File: src/rtl/ram_pkg.sv
// ============================================================================
// ram_pkg: shared types, constants and legality checks for dp_ram_sync
// Revision: 1.0
// ============================================================================
`default_nettype none

package ram_pkg;

  typedef enum logic [0:0] {
    CLEAR = 1'b0,
    READY = 1'b1
  } clr_state_e;

  localparam int RDW_OLD = 0;
  localparam int RDW_NEW = 1;

  function automatic bit depth_legal(input int depth, input int addr_width);
    return (addr_width >= 1) && (addr_width <= 30) &&
           (depth >= 1) && (depth <= (1 << addr_width));
  endfunction

  function automatic bit latency_legal(input int rd_latency);
    return (rd_latency == 1) || (rd_latency == 2);
  endfunction

endpackage

`default_nettype wire

File: src/rtl/ram_rd_pipe.sv
// ============================================================================
// ram_rd_pipe: per-port read output register with optional second stage
// Revision: 1.0
// ============================================================================
`default_nettype none

module ram_rd_pipe #(
  parameter int RD_LATENCY = 1,
  parameter int DATA_WIDTH = 8
) (
  input  logic                  clk_i,
  input  logic                  rst_ni,
  input  logic                  valid_i,
  input  logic [DATA_WIDTH-1:0] data_i,
  output logic [DATA_WIDTH-1:0] q_o,
  output logic                  valid_o
);

  logic [DATA_WIDTH-1:0] s1_data_q, s1_data_d;
  logic                  s1_vld_q;

  // Data only moves on an accepted read so q holds between reads.
  assign s1_data_d = valid_i ? data_i : s1_data_q;

  always_ff @(posedge clk_i) begin
    if (!rst_ni) begin
      s1_data_q <= '0;
      s1_vld_q  <= 1'b0;
    end else begin
      s1_data_q <= s1_data_d;
      s1_vld_q  <= valid_i;
    end
  end

  generate
    if (RD_LATENCY == 2) begin : g_two_stage
      logic [DATA_WIDTH-1:0] s2_data_q, s2_data_d;
      logic                  s2_vld_q;

      assign s2_data_d = s1_vld_q ? s1_data_q : s2_data_q;

      always_ff @(posedge clk_i) begin
        if (!rst_ni) begin
          s2_data_q <= '0;
          s2_vld_q  <= 1'b0;
        end else begin
          s2_data_q <= s2_data_d;
          s2_vld_q  <= s1_vld_q;
        end
      end

      assign q_o     = s2_data_q;
      assign valid_o = s2_vld_q;
    end else begin : g_one_stage
      assign q_o     = s1_data_q;
      assign valid_o = s1_vld_q;
    end
  endgenerate

endmodule

`default_nettype wire

File: src/rtl/dp_ram_sync.sv
// ============================================================================
// dp_ram_sync: true dual-port synchronous RAM with reset-triggered clear
// Revision: 1.0
// ============================================================================
`default_nettype none

module dp_ram_sync
  import ram_pkg::*;
#(
  parameter int                    ADDR_WIDTH     = 8,
  parameter int                    DATA_WIDTH     = 8,
  parameter int                    DEPTH          = 256,
  parameter int                    RD_LATENCY     = 1,
  parameter int                    RDW_NEW        = 0,
  parameter int                    CLEAR_ON_RESET = 1,
  parameter logic [DATA_WIDTH-1:0] CLEAR_VALUE    = '0
) (
  input  logic                  clock,
  input  logic                  reset_n,
  output logic                  busy,
  input  logic [ADDR_WIDTH-1:0] address_a,
  input  logic [DATA_WIDTH-1:0] data_a,
  input  logic                  wren_a,
  input  logic                  rden_a,
  output logic [DATA_WIDTH-1:0] q_a,
  output logic                  valid_a,
  input  logic [ADDR_WIDTH-1:0] address_b,
  input  logic [DATA_WIDTH-1:0] data_b,
  input  logic                  wren_b,
  input  logic                  rden_b,
  output logic [DATA_WIDTH-1:0] q_b,
  output logic                  valid_b
);

  generate
    if (!latency_legal(RD_LATENCY)) begin : g_bad_latency
      $error("dp_ram_sync: RD_LATENCY must be 1 or 2");
    end
    if (!depth_legal(DEPTH, ADDR_WIDTH)) begin : g_bad_depth
      $error("dp_ram_sync: DEPTH must be between 1 and 2**ADDR_WIDTH");
    end
    if ((RDW_NEW != RDW_OLD) && (RDW_NEW != ram_pkg::RDW_NEW)) begin : g_bad_rdw
      $error("dp_ram_sync: RDW_NEW must be 0 or 1");
    end
  endgenerate

  localparam logic [ADDR_WIDTH-1:0] c_LAST_ADDR = ADDR_WIDTH'(DEPTH - 1);
  localparam logic [ADDR_WIDTH:0]   c_DEPTH     = (ADDR_WIDTH + 1)'(DEPTH);
  localparam bit                    c_RDW_NEW   = (RDW_NEW == ram_pkg::RDW_NEW);
  localparam bit                    c_CLEAR_EN  = (CLEAR_ON_RESET != 0);

  clr_state_e            state_q, state_d;
  logic [ADDR_WIDTH-1:0] clr_addr_q, clr_addr_d;
  logic                  busy_q, busy_d;

  logic [DATA_WIDTH-1:0] mem_q [DEPTH];

  always_ff @(posedge clock) begin
    if (!reset_n) begin
      state_q    <= c_CLEAR_EN ? CLEAR : READY;
      clr_addr_q <= '0;
      busy_q     <= c_CLEAR_EN;
    end else begin
      state_q    <= state_d;
      clr_addr_q <= clr_addr_d;
      busy_q     <= busy_d;
    end
  end

  always_comb begin
    state_d    = state_q;
    clr_addr_d = clr_addr_q;
    busy_d     = busy_q;
    case (state_q)
      CLEAR: begin
        clr_addr_d = clr_addr_q + ADDR_WIDTH'(1);
        if (clr_addr_q == c_LAST_ADDR) begin
          state_d    = READY;
          busy_d     = 1'b0;
          clr_addr_d = '0;
        end
      end
      READY:   busy_d = 1'b0;
      default: state_d = READY;
    endcase
  end

  logic w_ready, w_in_a, w_in_b, w_wr_a, w_wr_b, w_rd_a, w_rd_b;
  logic [DATA_WIDTH-1:0] w_rdata_a, w_rdata_b;

  assign w_ready = reset_n && (state_q == READY);
  assign w_in_a  = ({1'b0, address_a} < c_DEPTH);
  assign w_in_b  = ({1'b0, address_b} < c_DEPTH);
  assign w_wr_a  = w_ready && wren_a && w_in_a;
  assign w_wr_b  = w_ready && wren_b && w_in_b;
  assign w_rd_a  = w_ready && rden_a;
  assign w_rd_b  = w_ready && rden_b;

  // Cross-port reads see the pre-edge array, so they always return old data.
  assign w_rdata_a = !w_in_a                ? '0     :
                     (c_RDW_NEW && wren_a)  ? data_a : mem_q[address_a];
  assign w_rdata_b = !w_in_b                ? '0     :
                     (c_RDW_NEW && wren_b)  ? data_b : mem_q[address_b];

  // Port A is written last so it wins a same-address collision.
  always_ff @(posedge clock) begin
    if (reset_n) begin
      if (state_q == CLEAR) begin
        mem_q[clr_addr_q] <= CLEAR_VALUE;
      end else begin
        if (w_wr_b) mem_q[address_b] <= data_b;
        if (w_wr_a) mem_q[address_a] <= data_a;
      end
    end
  end

  ram_rd_pipe #(
    .RD_LATENCY(RD_LATENCY),
    .DATA_WIDTH(DATA_WIDTH)
  ) u_rd_pipe_a (
    .clk_i  (clock),
    .rst_ni (reset_n),
    .valid_i(w_rd_a),
    .data_i (w_rdata_a),
    .q_o    (q_a),
    .valid_o(valid_a)
  );

  ram_rd_pipe #(
    .RD_LATENCY(RD_LATENCY),
    .DATA_WIDTH(DATA_WIDTH)
  ) u_rd_pipe_b (
    .clk_i  (clock),
    .rst_ni (reset_n),
    .valid_i(w_rd_b),
    .data_i (w_rdata_b),
    .q_o    (q_b),
    .valid_o(valid_b)
  );

  assign busy = busy_q;

endmodule

`default_nettype wire

File: config.mk
export PLATFORM = sky130hd
export DESIGN_NAME = dp_ram_sync
export DESIGN_NICKNAME = d
export VERILOG_FILES = /design/src/rtl/ram_pkg.sv /design/src/rtl/ram_rd_pipe.sv /design/src/rtl/dp_ram_sync.sv
export SDC_FILE = /design/constraint.sdc
export NUM_CORES = 2
export LEC_CHECK = 0
export BUFFER_PORTS_ARGS = -buffer_cell sky130_fd_sc_hd__buf_2
export CAP_MARGIN = 15
export CORE_AREA = 5 5 640 642
export CTS_BUF_LIST = sky130_fd_sc_hd__clkbuf_8
export DETAILED_ROUTE_END_ITERATION = 10
export DIE_AREA = 0 0 645 647
export HOLD_SLACK_MARGIN = 0.15
export PLACE_DENSITY = 0.47
export REMOVE_ABC_BUFFERS = 1
export SYNTH_ARGS = -nofsm -noshare
export SYNTH_HDL_FRONTEND = slang
export SYNTH_SLANG_ARGS = --single-unit
File: constraint.sdc
create_clock -name clock -period 5.3 [get_ports clock]
set_clock_uncertainty 0.15 [all_clocks]
set_input_delay 1.06 -clock clock [delete_from_list [all_inputs] [get_ports clock]]
set_output_delay 1.06 -clock clock [all_outputs]
set_load 0.03 [all_outputs]
==> flow_summary.toml <==
[outcome]
status = "finished with violations"
violations = "max-slew violations"

[logic_synthesis]
synth_edf_count = 2048
synth_commonest_cells = "2,260 x nand2_1, 2,092 x o21ai_0, 2,048 x edfxtp_1, 885 x mux4_2, 770 x clkbuf_1"
synth_top_cell_area_share_pct = 51.11
syn_area_sq_um = 120300
synth_warnings = 0
ys_ff_latch = 2076
synth_compound_area_share_pct = 14.27
postSynthAreaPerCell_sq_um = 11.40
yosys.area_share.simple_pct = 9.702
synth_area_leader_cell = "edfxtp_1"
synth_top_family_by_area = "multiplexers"
synth_fa_ha_area_share_pct = 0.01040
synthMostInstantiatedCell = "nand2_1"
async_reset_ff_share_pct = 0
synth_area_leaders = "edfxtp_1 51%, mux4_2 17%, o21ai_0 8.7%"
synthMuxAreaShare_pct = 19.70
synthCells = 10560
synth_cell_types = 81
ys_seq_area_share_pct = 51.57
synth_xor_area_share_pct = 0.02184
synth_top_flop_cell = "edfxtp_1"

[placement]
io_buffer_count = 56
dp_hpwl_mm = 421.5
gp_congestion = 1.046
place_area_sq_um = 131600
dp_slack_ps = 5.228
place_inst = 15780

[timing]
period_needed_ps = 4499
slew_violations = 45
fin_crit_sh_pct = 84.88
slew-limit-headroom_pct = -1.225
finalSetupTns_ps = 0
hold_ws_ps = 361.4
fmax_ghz = 0.2223
setup_viol = 0
rsz0062_at_grt = "false"
worst_pin_slew_ps = 1518
worst_slack_ps = 801.3
finalHoldViolCount = 0

[floorplanning]
rows = 234
ios = 57
dieHeight_um = 647
dieWidth_um = 645
initial_utilization_pct = 29.78
fp.dieArea_sq_um = 417300
coreArea_sq_um = 404000

[final_layout]
multiInputGateArea_sq_um = 52840
final_core_util_pct = 34.33
fillers = 39970
final_nets = 10890
area_delta_synth_final_pct = 15.27
layout-drive-gt1-share_pct = 23.23
design_area_sq_um = 138700
regArea_sq_um = 62060
final_cells = 16490

[worst_hold_path]
holdPathStages = 2
hold_end = "u_rd_pipe_b.valid_o"
min-delay-start = "rden_b"
hold_class = "in2reg"

[run]
cap_viol_max_count = 0

[cts]
clk_latency_ps = 1120
clk_path_buf_depth = 4
cts_buffers = 379
cts_tree = "built"
clockRootBuffer = "clkbuf_8"
clk_pin_slew_ps = 60
clock_sinks = 2076
htree_levels = 5
postCtsSetupBuffers = 0

[worst_setup_path]
crit_arrival_ps = 5400
path_class = "in2reg"
worstPathCellList = "buf_4 > nand2b_2 > o221ai_1 > o22ai_1 > a22oi_1 > a31oi_1 > or4_1 > nand4_1"
reg2reg_depth = 5
end_kind = "flop"
critPathMaxStageDelay_ps = 900
r2r-end = "mem_q[54][3]"
cp-start-kind = "primary input"
rrSetupSlack_ps = 1480
crit_slowest_cell = "or4_1"
worstPathRequired_ps = 6200
path_max_fanout = 23
cp_num_buf_inv = 1
path_delay_family = "simple AND/OR/NAND/NOR gates"
r2r_start = "state_q"

[power_and_ir_drop]
p_leak_nw = 42.49
ir_worst_vdd_v = 0.0001812
powerDensity_nw_per_um2 = 260.3
power_mw = 36.11

[detailed_routing]
vias = 100900
firstDrtPassIters = 9
post-route-drc-count = 0
routed_via_density = 6.121
antenna_left = 0
drt-total-wl_mm = 611.2
drtIter0Drc = 15550
avgRoutedWirePerCell_um = 37.07

[grt]
globalRouteOverflowTotal = 0
antenna_found_initial = 60
grt_pass1_vias = 93820
grt_usage_pct = 28.25
grt_pass1_wl_mm = 820.4
grt_max_degree = 132
## power by group
| part | leakage (nW) | total [mW] | internal, mW | switching [mW] |
|---|---|---|---|---|
| clock network | 4.09 | 15.2 | 7.47 | 7.70 |
| registers | 16.9 | 17.8 | 17.8 | 0.00863 |
| logic | 21.5 | 3.16 | 0.920 | 2.24 |
## placed cells by master (no fill, tap or decap), types with 12 or more instances in the layout
master / count
a21oi_1: 112
nor3_1: 36
buf_2: 40
and2_1: 22
inv_1: 140
a211oi_1: 21
nand2_1: 2227
nand2b_1: 12
mux4_2: 885
o21ai_0: 2092
bufinv_16: 12
mux2_2: 12
nor2b_1: 18
nor2_1: 335
clkinv_2: 46
buf_8: 13
clkinv_1: 80
nand2_2: 26
diode_2: 28
mux2i_1: 355
buf_4: 975
clkbuf_8: 393
o221ai_1: 38
o22ai_1: 331
a31oi_1: 37
buf_12: 109
nand3_1: 115
a22o_1: 34
dfxtp_1: 28
a221oi_1: 43
edfxtp_1: 2048
nand4_1: 23
a22oi_1: 237
and3_1: 17
## flip-flops by register name, indices dropped and copies added (netlist names)
signal / flops
mem_q: 2048
u_rd_pipe_b.valid_o: 1
clr_addr_q: 8
u_rd_pipe_a.q_o: 8
u_rd_pipe_a.valid_o: 1
state_q: 1
busy: 1
u_rd_pipe_b.q_o: 8
## worst register-to-register path, cell delays in order (launching register included)
cell,delay (ps)
dfxtp_1,610
and3_1,530
buf_4,390
nand2_4,410
buf_12,360
o21ai_0,1170
## kinds of logic after synthesis
group           count (synthesis)
flops                        2076
compound gates               3051
mux                          1256
fa+ha+maj                       1
xor+xnor                        3
simple gates                 2923
buf+inv                      1250
## worst max-delay path by stage
stage	start	cells after the start	to
final	address_b[2]	8	u_rd_pipe_b.q_o[5]
after global placement	address_a[0]	10	u_rd_pipe_a.q_o[5]
after CTS	address_b[2]	8	u_rd_pipe_b.q_o[5]
after global routing	address_b[2]	8	u_rd_pipe_b.q_o[5]
after detailed placement	address_b[2]	8	u_rd_pipe_b.q_o[5]
after floorplan	address_b[2]	5	mem_q[200][0]
## repair_timing
item                                   in CTS  in global routing
hold buffers                                1                  0
endpoints found under the hold margin       7                  0
resized for setup                           0                  0
## layout make-up
class | count | area share [%]
repair buffers | 1144 | 7.205
flip-flops and latches | 2076 | 44.74
well taps | 5310 | 4.790
diodes | 28 | 0.05051
clock inverters | 292 | 1.190
inverters | 14 | 0.04059
multi-input cells | 7234 | 38.09
clock buffers | 392 | 3.890
## per-layer routing
layer	GRT usage (%)	routed length, um	share of wire (%)	vias up
met3	8.239	75460	12	1619
met1	36.00	225300	37	50770
met5	0.2860	572	0.094	-
met4	17.67	46760	7.6	42
li1	-	-	-	40920
met2	42.13	263200	43	7577
(Power assumes the default switching activity.)
